<file path="config.mk">
export PLATFORM = sky130hd
export DESIGN_NAME = sm83_irq_ctrl
export DESIGN_NICKNAME = d
export VERILOG_FILES = /design/src/rtl/sm83_irq_pkg.sv /design/src/rtl/irq_prio_enc.sv /design/src/rtl/sm83_irq_ctrl.sv
export SDC_FILE = /design/constraint.sdc
export NUM_CORES = 1
export LEC_CHECK = 0
export CAP_MARGIN = 20
export CORE_AREA = 2 2 62 64
export CTS_BUF_LIST = sky130_fd_sc_hd__clkbuf_8
export CTS_CLUSTER_DIAMETER = 100
export DETAILED_ROUTE_END_ITERATION = 12
export DIE_AREA = 0 0 64 66
export HOLD_SLACK_MARGIN = 0.1
export PLACE_DENSITY = 0.83
export SYNTH_ARGS = -nofsm -noshare
export SYNTH_HDL_FRONTEND = slang
export SYNTH_SLANG_ARGS = --single-unit
export TNS_END_PERCENT = 50
</file>
<file path="constraint.sdc">
create_clock -name CLK -period 1.5 [get_ports CLK]
set_clock_uncertainty 0.15 [all_clocks]
set_input_delay 0.45 -clock CLK [delete_from_list [all_inputs] [get_ports CLK]]
set_output_delay 0.45 -clock CLK [all_outputs]
set_load 0.005 [all_outputs]
</file>
<file path="src/rtl/sm83_irq_pkg.sv">
// Shared types and constants for the SM83 interrupt controller.
package sm83_irq_pkg;

    typedef enum logic [1:0] {
        IDLE = 2'd0,
        REQ  = 2'd1,
        VEC  = 2'd2
    } irq_state_e;

    localparam logic REG_IF = 1'b0;
    localparam logic REG_IE = 1'b1;

    localparam logic [15:0] DEF_VEC_BASE = 16'h0040;
    localparam int          DEF_VEC_STEP = 8;

endpackage

</file>
<file path="src/rtl/irq_prio_enc.sv">
// Lowest-index-wins priority encoder: one-hot grant, binary index and valid.
module irq_prio_enc #(
    parameter int NUM_IRQ = 5
) (
    input  logic [NUM_IRQ-1:0] req,
    output logic [NUM_IRQ-1:0] onehot,
    output logic [2:0]         index,
    output logic               valid
);

    // Walk from the highest index down so the lowest set bit is the last writer.
    always_comb begin
        onehot = {NUM_IRQ{1'b0}};
        index  = 3'd0;
        valid  = 1'b0;
        for (int i = NUM_IRQ - 1; i >= 0; i--) begin
            if (req[i]) begin
                onehot    = {NUM_IRQ{1'b0}};
                onehot[i] = 1'b1;
                index     = 3'(i);
                valid     = 1'b1;
            end else begin
                index = index;
            end
        end
    end

endmodule

</file>
<file path="src/rtl/sm83_irq_ctrl.sv">
// SM83 interrupt controller: owns IF/IE/IME, the EI delay and the dispatch handshake.
module sm83_irq_ctrl
    import sm83_irq_pkg::*;
#(
    parameter int          NUM_IRQ  = 5,
    parameter logic [15:0] VEC_BASE = DEF_VEC_BASE,
    parameter int          VEC_STEP = DEF_VEC_STEP
) (
    input  logic               CLK,
    input  logic               RESET,
    input  logic [NUM_IRQ-1:0] IRQ_TRIG,
    input  logic               REG_SEL,
    input  logic               REG_WR,
    input  logic [7:0]         REG_WDATA,
    output logic [7:0]         REG_RDATA,
    input  logic               EI,
    input  logic               DI,
    input  logic               RETI,
    input  logic               INSN_END,
    input  logic               INT_ACK,
    input  logic               INT_DONE,
    output logic               INT_REQ,
    output logic [15:0]        VECTOR,
    output logic [NUM_IRQ-1:0] IRQ_ACK,
    output logic               IME,
    output logic               WAKE
);

    irq_state_e         state_r, state_nxt_s;
    logic [NUM_IRQ-1:0] if_r, if_nxt_s;
    logic [7:0]         ie_r;
    logic [NUM_IRQ-1:0] trig_q_r;
    logic               edge_en_r;
    logic               ime_r, ime_nxt_s;
    logic               ime_arm_r, arm_nxt_s;
    logic               int_req_r;
    logic [15:0]        vector_r;
    logic [NUM_IRQ-1:0] irq_ack_r;

    logic [NUM_IRQ-1:0] edge_s;
    logic [NUM_IRQ-1:0] pend_s;
    logic               any_pend_s;
    logic               dispatch_s;
    logic [NUM_IRQ-1:0] win_onehot_s;
    logic [2:0]         win_index_s;
    logic               win_valid_s;
    logic [15:0]        win_vector_s;

    // Edge detection is masked for the first cycle after reset so that a
    // line already high at reset release is absorbed rather than latched.
    assign edge_s     = IRQ_TRIG & ~trig_q_r & {NUM_IRQ{edge_en_r}};
    assign pend_s     = if_r & ie_r[NUM_IRQ-1:0];
    assign any_pend_s = |pend_s;
    assign dispatch_s = (state_r == REQ) && INT_ACK;

    irq_prio_enc #(.NUM_IRQ(NUM_IRQ)) u_prio (
        .req    (pend_s),
        .onehot (win_onehot_s),
        .index  (win_index_s),
        .valid  (win_valid_s)
    );

    assign win_vector_s = VEC_BASE + (16'(win_index_s) * 16'(VEC_STEP));

    // Unimplemented IF bits read as 1; IE reads back all stored bits.
    always_comb begin
        REG_RDATA = 8'hFF;
        if (REG_SEL == REG_IE) begin
            REG_RDATA = ie_r;
        end else begin
            REG_RDATA[NUM_IRQ-1:0] = if_r;
        end
    end

    // IF update: write, then dispatch clear, with trigger edges overriding both.
    always_comb begin
        if_nxt_s = if_r;
        if (REG_WR && (REG_SEL == REG_IF)) begin
            if_nxt_s = REG_WDATA[NUM_IRQ-1:0];
        end else begin
            if_nxt_s = if_r;
        end
        if (dispatch_s && win_valid_s) begin
            if_nxt_s = if_nxt_s & ~win_onehot_s;
        end else begin
            if_nxt_s = if_nxt_s;
        end
        if_nxt_s = if_nxt_s | edge_s;
    end

    // IME control; later statements take priority: DI over dispatch over RETI/EI.
    always_comb begin
        ime_nxt_s = ime_r;
        arm_nxt_s = ime_arm_r;
        if (EI) begin
            arm_nxt_s = 1'b1;
        end else if (INSN_END && ime_arm_r) begin
            ime_nxt_s = 1'b1;
            arm_nxt_s = 1'b0;
        end else begin
            arm_nxt_s = ime_arm_r;
        end
        if (RETI) begin
            ime_nxt_s = 1'b1;
        end else begin
            ime_nxt_s = ime_nxt_s;
        end
        if (dispatch_s || DI) begin
            ime_nxt_s = 1'b0;
            arm_nxt_s = 1'b0;
        end else begin
            arm_nxt_s = arm_nxt_s;
        end
    end

    // Dispatch sequencer next-state.
    always_comb begin
        state_nxt_s = state_r;
        case (state_r)
            IDLE: begin
                if (ime_r && any_pend_s) state_nxt_s = REQ;
                else                     state_nxt_s = IDLE;
            end
            REQ: begin
                if (INT_ACK)                     state_nxt_s = VEC;
                else if (!(ime_r && any_pend_s)) state_nxt_s = IDLE;
                else                             state_nxt_s = REQ;
            end
            VEC: begin
                if (INT_DONE) state_nxt_s = IDLE;
                else          state_nxt_s = VEC;
            end
            default: state_nxt_s = IDLE;
        endcase
    end

    // State, register file and registered outputs.
    always_ff @(posedge CLK or posedge RESET) begin
        if (RESET) begin
            state_r   <= IDLE;
            if_r      <= {NUM_IRQ{1'b0}};
            ie_r      <= 8'h00;
            trig_q_r  <= {NUM_IRQ{1'b0}};
            edge_en_r <= 1'b0;
            ime_r     <= 1'b0;
            ime_arm_r <= 1'b0;
            int_req_r <= 1'b0;
            vector_r  <= 16'h0000;
            irq_ack_r <= {NUM_IRQ{1'b0}};
        end else begin
            state_r   <= state_nxt_s;
            if_r      <= if_nxt_s;
            trig_q_r  <= IRQ_TRIG;
            edge_en_r <= 1'b1;
            ime_r     <= ime_nxt_s;
            ime_arm_r <= arm_nxt_s;
            int_req_r <= (state_nxt_s == REQ);
            if (REG_WR && (REG_SEL == REG_IE)) ie_r <= REG_WDATA;
            else                               ie_r <= ie_r;
            if (dispatch_s) begin
                vector_r  <= win_valid_s ? win_vector_s : 16'h0000;
                irq_ack_r <= win_valid_s ? win_onehot_s : {NUM_IRQ{1'b0}};
            end else begin
                vector_r  <= vector_r;
                irq_ack_r <= {NUM_IRQ{1'b0}};
            end
        end
    end

    assign INT_REQ = int_req_r;
    assign VECTOR  = vector_r;
    assign IRQ_ACK = irq_ack_r;
    assign IME     = ime_r;
    assign WAKE    = any_pend_s;

endmodule

</file>
==> impl_summary.md <==
STA
Setup repair after global routing could not meet its margin everywhere. The post-layout worst setup margin is -0.395 ns. For this run, the top clock speed supported by timing is 528 MHz. The final hold violation count is 0.

Setup violations remaining at the end of the flow were counted as 13. The final count of pins violating max slew is 0. The post-route clock period utilization is 126%. The routed design could run at a clock period as short as 1.89 ns.

Synthesis
By area the synthesized netlist is led by dfrtp_1 (55%), mux2_2 (11%), buf_4 (6.0%). The dominant combinational cell family by area after synthesis is simple AND/OR/NAND/NOR gates. The number of enable-type register cells in the synthesized netlist is 0. The most used flip-flop cell after synthesis is dfrtp_1. The combined area of all synthesized cells is 1500 um^2.

The leading cell type by number of instances after synthesis is dfrtp_1. The adder and majority cell fraction of the synthesized area is 0%. The synthesized design contains 33 register bits. Ranked by instance count, the synthesized netlist is headed by dfrtp_1 (33), mux2_2 (14), buf_4 (12).

The average cell area after synthesis is 12.7 um^2. The xor-xnor portion of the synthesized cell area is 0%. The share of Yosys cell area claimed by the top area cell type is 55.0%. The warning count from the yosys run is 0. Of the total synthesized cell area, the portion taken by AND, OR, NAND and NOR gates is 16.0%. The compound-gate portion of the synthesized area is 6.67%. The proportion of synthesized flip-flops having asynchronous set or reset is 100%. The portion of synthesized area spent on multiplexers is 13.8%. The cell taking the most area after synthesis is dfrtp_1. The post-synthesis cell count is 118. The portion of the post-synthesis area used by sequential elements is 55.0%. The number of unique standard cell types used by synthesis is 30.

GRT
The number of global-route vias before repair was 1165. Entering global routing, the biggest net connects 34 pins. The initial antenna violation count came to 0. The first global-routing pass estimated 5690 um of wire. Global routing consumed, over all layers together, 18.4% of the routing resources. For this run the aggregate overflow at the end of global routing stands at 0.

Worst setup path
STA classifies the critical path endpoint as an output pin. The critical path startpoint is ie_r[3]$_DFFE_PP0P_. The classification of the worst setup path is flip-flop to output pin. Along the worst path, the maximum fanout reaches 2. At the worst endpoint, the arrival time is 1.29 ns. The slack of the worst reg-to-reg path is -0.08 ns. The cell depth of the worst flop-to-flop path is 5. The critical path ends at WAKE. The startpoint class of the critical path is a flip-flop. In this run the critical register-to-register path is launched from ie_r[0]$_DFFE_PP0P_. The endpoint identified for the worst register-to-register timing path is if_r[3]$_DFF_PP0_.

The required time reported for the critical path endpoint is 0.90 ns.

Power
For this design the ratio of total power to cell area is 1120 nW/um^2. The peak ir drop on the vdd network is 0.563 mV. In this run the static leakage power is 0.00111 uW. The post-layout total power is 2560 uW.

Clock tree
For this design, the sink count on the clock tree is 33. The CTS buffer count is 5. The H-tree was split into 2 levels. The later pin in the worst-skew pair is clocked with a latency of 0.28 ns. The clock passes through at most 2 buffers. CTS placed an instance of clkbuf_8 at the clock tree root. The clock tree from TritonCTS is yes.

Clock-pin slew was measured on the worst setup and hold paths at 0.06 ns.

Floorplan
The total number of placement rows is 22. The core footprint is 3550 um^2. The starting density of the core is 42.2%. The die is 66 um tall. In this run the count of I/O pins placed on the die edge is 55. The horizontal die dimension is 64 um. The die covers 4220 um^2.

Finish
The post-layout net count is 218. The sequential cells in the finished layout cover a total of 826 um^2. The multi-input logic area is 638 um^2. The number of antenna diodes in the final layout is 0. The area growth from synthesis to final layout is 52.0%. Cells with a size suffix above 1 make up 39.8% of the layout. Measured on the finished design, the core utilization comes to 64.2%. The layout has 268 filler cells.

Drt
The routed layout has 1140 vias. The number of remaining DRC errors is 0. Using the TritonRoute via totals, the vias-per-cell ratio works out to 4.67. The routed length per instance is 14.4 um. The total wire length after detailed routing is 3510 um. The first detailed-routing pass took 4 iterations. The count of nets left with antenna violations once routing finished came out at 0.

For this block, the initial DRC count from the detailed router was 41.

Flow run
The max-cap check violation count is 0.

Placed design
The congestion estimate from routability-driven global placement came to 0.811. Detailed placement finished with a half-perimeter wire length of 2370 um. The count of input and output buffers is 42.

Run status
The final reports fail on setup timing. The flow ran to the end, but the final reports show violations.

Hold path
The min-delay analysis places its worst path in the category flip-flop to flip-flop.
-- layer usage --
metal | track usage [%] | routed length (um) | up-vias
met1 | 20.6 | 1300 | 544
met3 | 5.96 | 268 | 8
met2 | 31.9 | 1870 | 49
li1 | - | - | 539
met4 | 8.15 | 70 | 0
met5 | 0 | 0 | -
-- state kept, by name, indices dropped and copies added, names as in the netlist --
signal,count
state_r,2
edge_en_r,1
IME,1
VECTOR,4
INT_REQ,1
ie_r,8
IRQ_ACK,5
if_r,5
trig_q_r,5
ime_arm_r,1
-- area by class of cell --
class                           instances  area share, %
Clock inverter                          3          0.603
Sequential cell                        33           36.2
Clock buffer                            5           3.02
Multi-Input combinational cell         79           28.0
Tap cell                               48           2.63
Timing Repair Buffer                   74           29.2
Inverter                                2          0.329
-- report_power, final --
part           internal, uW  switching (uW)  total [uW]
Sequential             1030            91.8        1120
Clock                   314             308         622
Combinational           507             315         823
-- cells by family after synthesis --
kind of cell | Yosys count
and+or+nand+nor | 33
DFF | 33
buffers and inverters | 17
muxes | 19
other | 2
AOI/OAI and AO/OA | 14
-- what timing repair did --
item	4_1_cts	5_1_grt
setup endpoints to repair	37	21
buffers inserted	17	0
pin swaps	7	0
hold buffers	0	0
gates resized for setup	84	11
-- cells in the final DEF (no fill, tap or decap), drive strengths merged, types with 3 or more instances in the layout --
cell and n:
conb 13, clkdlybuf4s15 6, nand2 11, o21ai 4
nand2b 3, nor2 4, clkbuf 11, nand3b 6
buf 41, inv 3, clkdlybuf4s50 19, dfrtp 33
mux2 14, mux2i 5
-- metrics by stage --
stage / hold slack (ns) / std cells / TNS, ns / instance area, um^2 / setup WS [ns]
after CTS: 0.285 / 247 / -2.78 / 2320 / -0.402
after global routing: 0.298 / 244 / -2.56 / 2280 / -0.447
after floorplan: 0.249 / 129 / 0 / 1550 / 0.00910
after global placement: 0.262 / 225 / -18.59 / 2080 / -1.04
after detailed placement: 0.277 / 225 / -19.85 / 2080 / -1.07
final: 0.279 / 244 / -1.90 / 2280 / -0.395
-- worst max-delay path, cell delays in order, from the launching register on --
cell	delay [ns]
dfrtp_1	0.39
buf_6	0.12
a22oi_2	0.18
nand4_1	0.16
buf_2	0.16
-- worst min-delay path by stage --
stage,startpoint,endpoint,slack (ns),cells after the start
CTS,trig_q_r[3]$_DFF_PP0_,if_r[3]$_DFF_PP0_,0.28,1
finish,trig_q_r[3]$_DFF_PP0_,if_r[3]$_DFF_PP0_,0.28,1
global placement,trig_q_r[3]$_DFF_PP0_,if_r[3]$_DFF_PP0_,0.26,1
detailed placement,trig_q_r[3]$_DFF_PP0_,if_r[3]$_DFF_PP0_,0.28,1
global route,trig_q_r[3]$_DFF_PP0_,if_r[3]$_DFF_PP0_,0.30,1
floorplan,trig_q_r[3]$_DFF_PP0_,if_r[3]$_DFF_PP0_,0.25,1
Power figures use the tool's default switching activity.
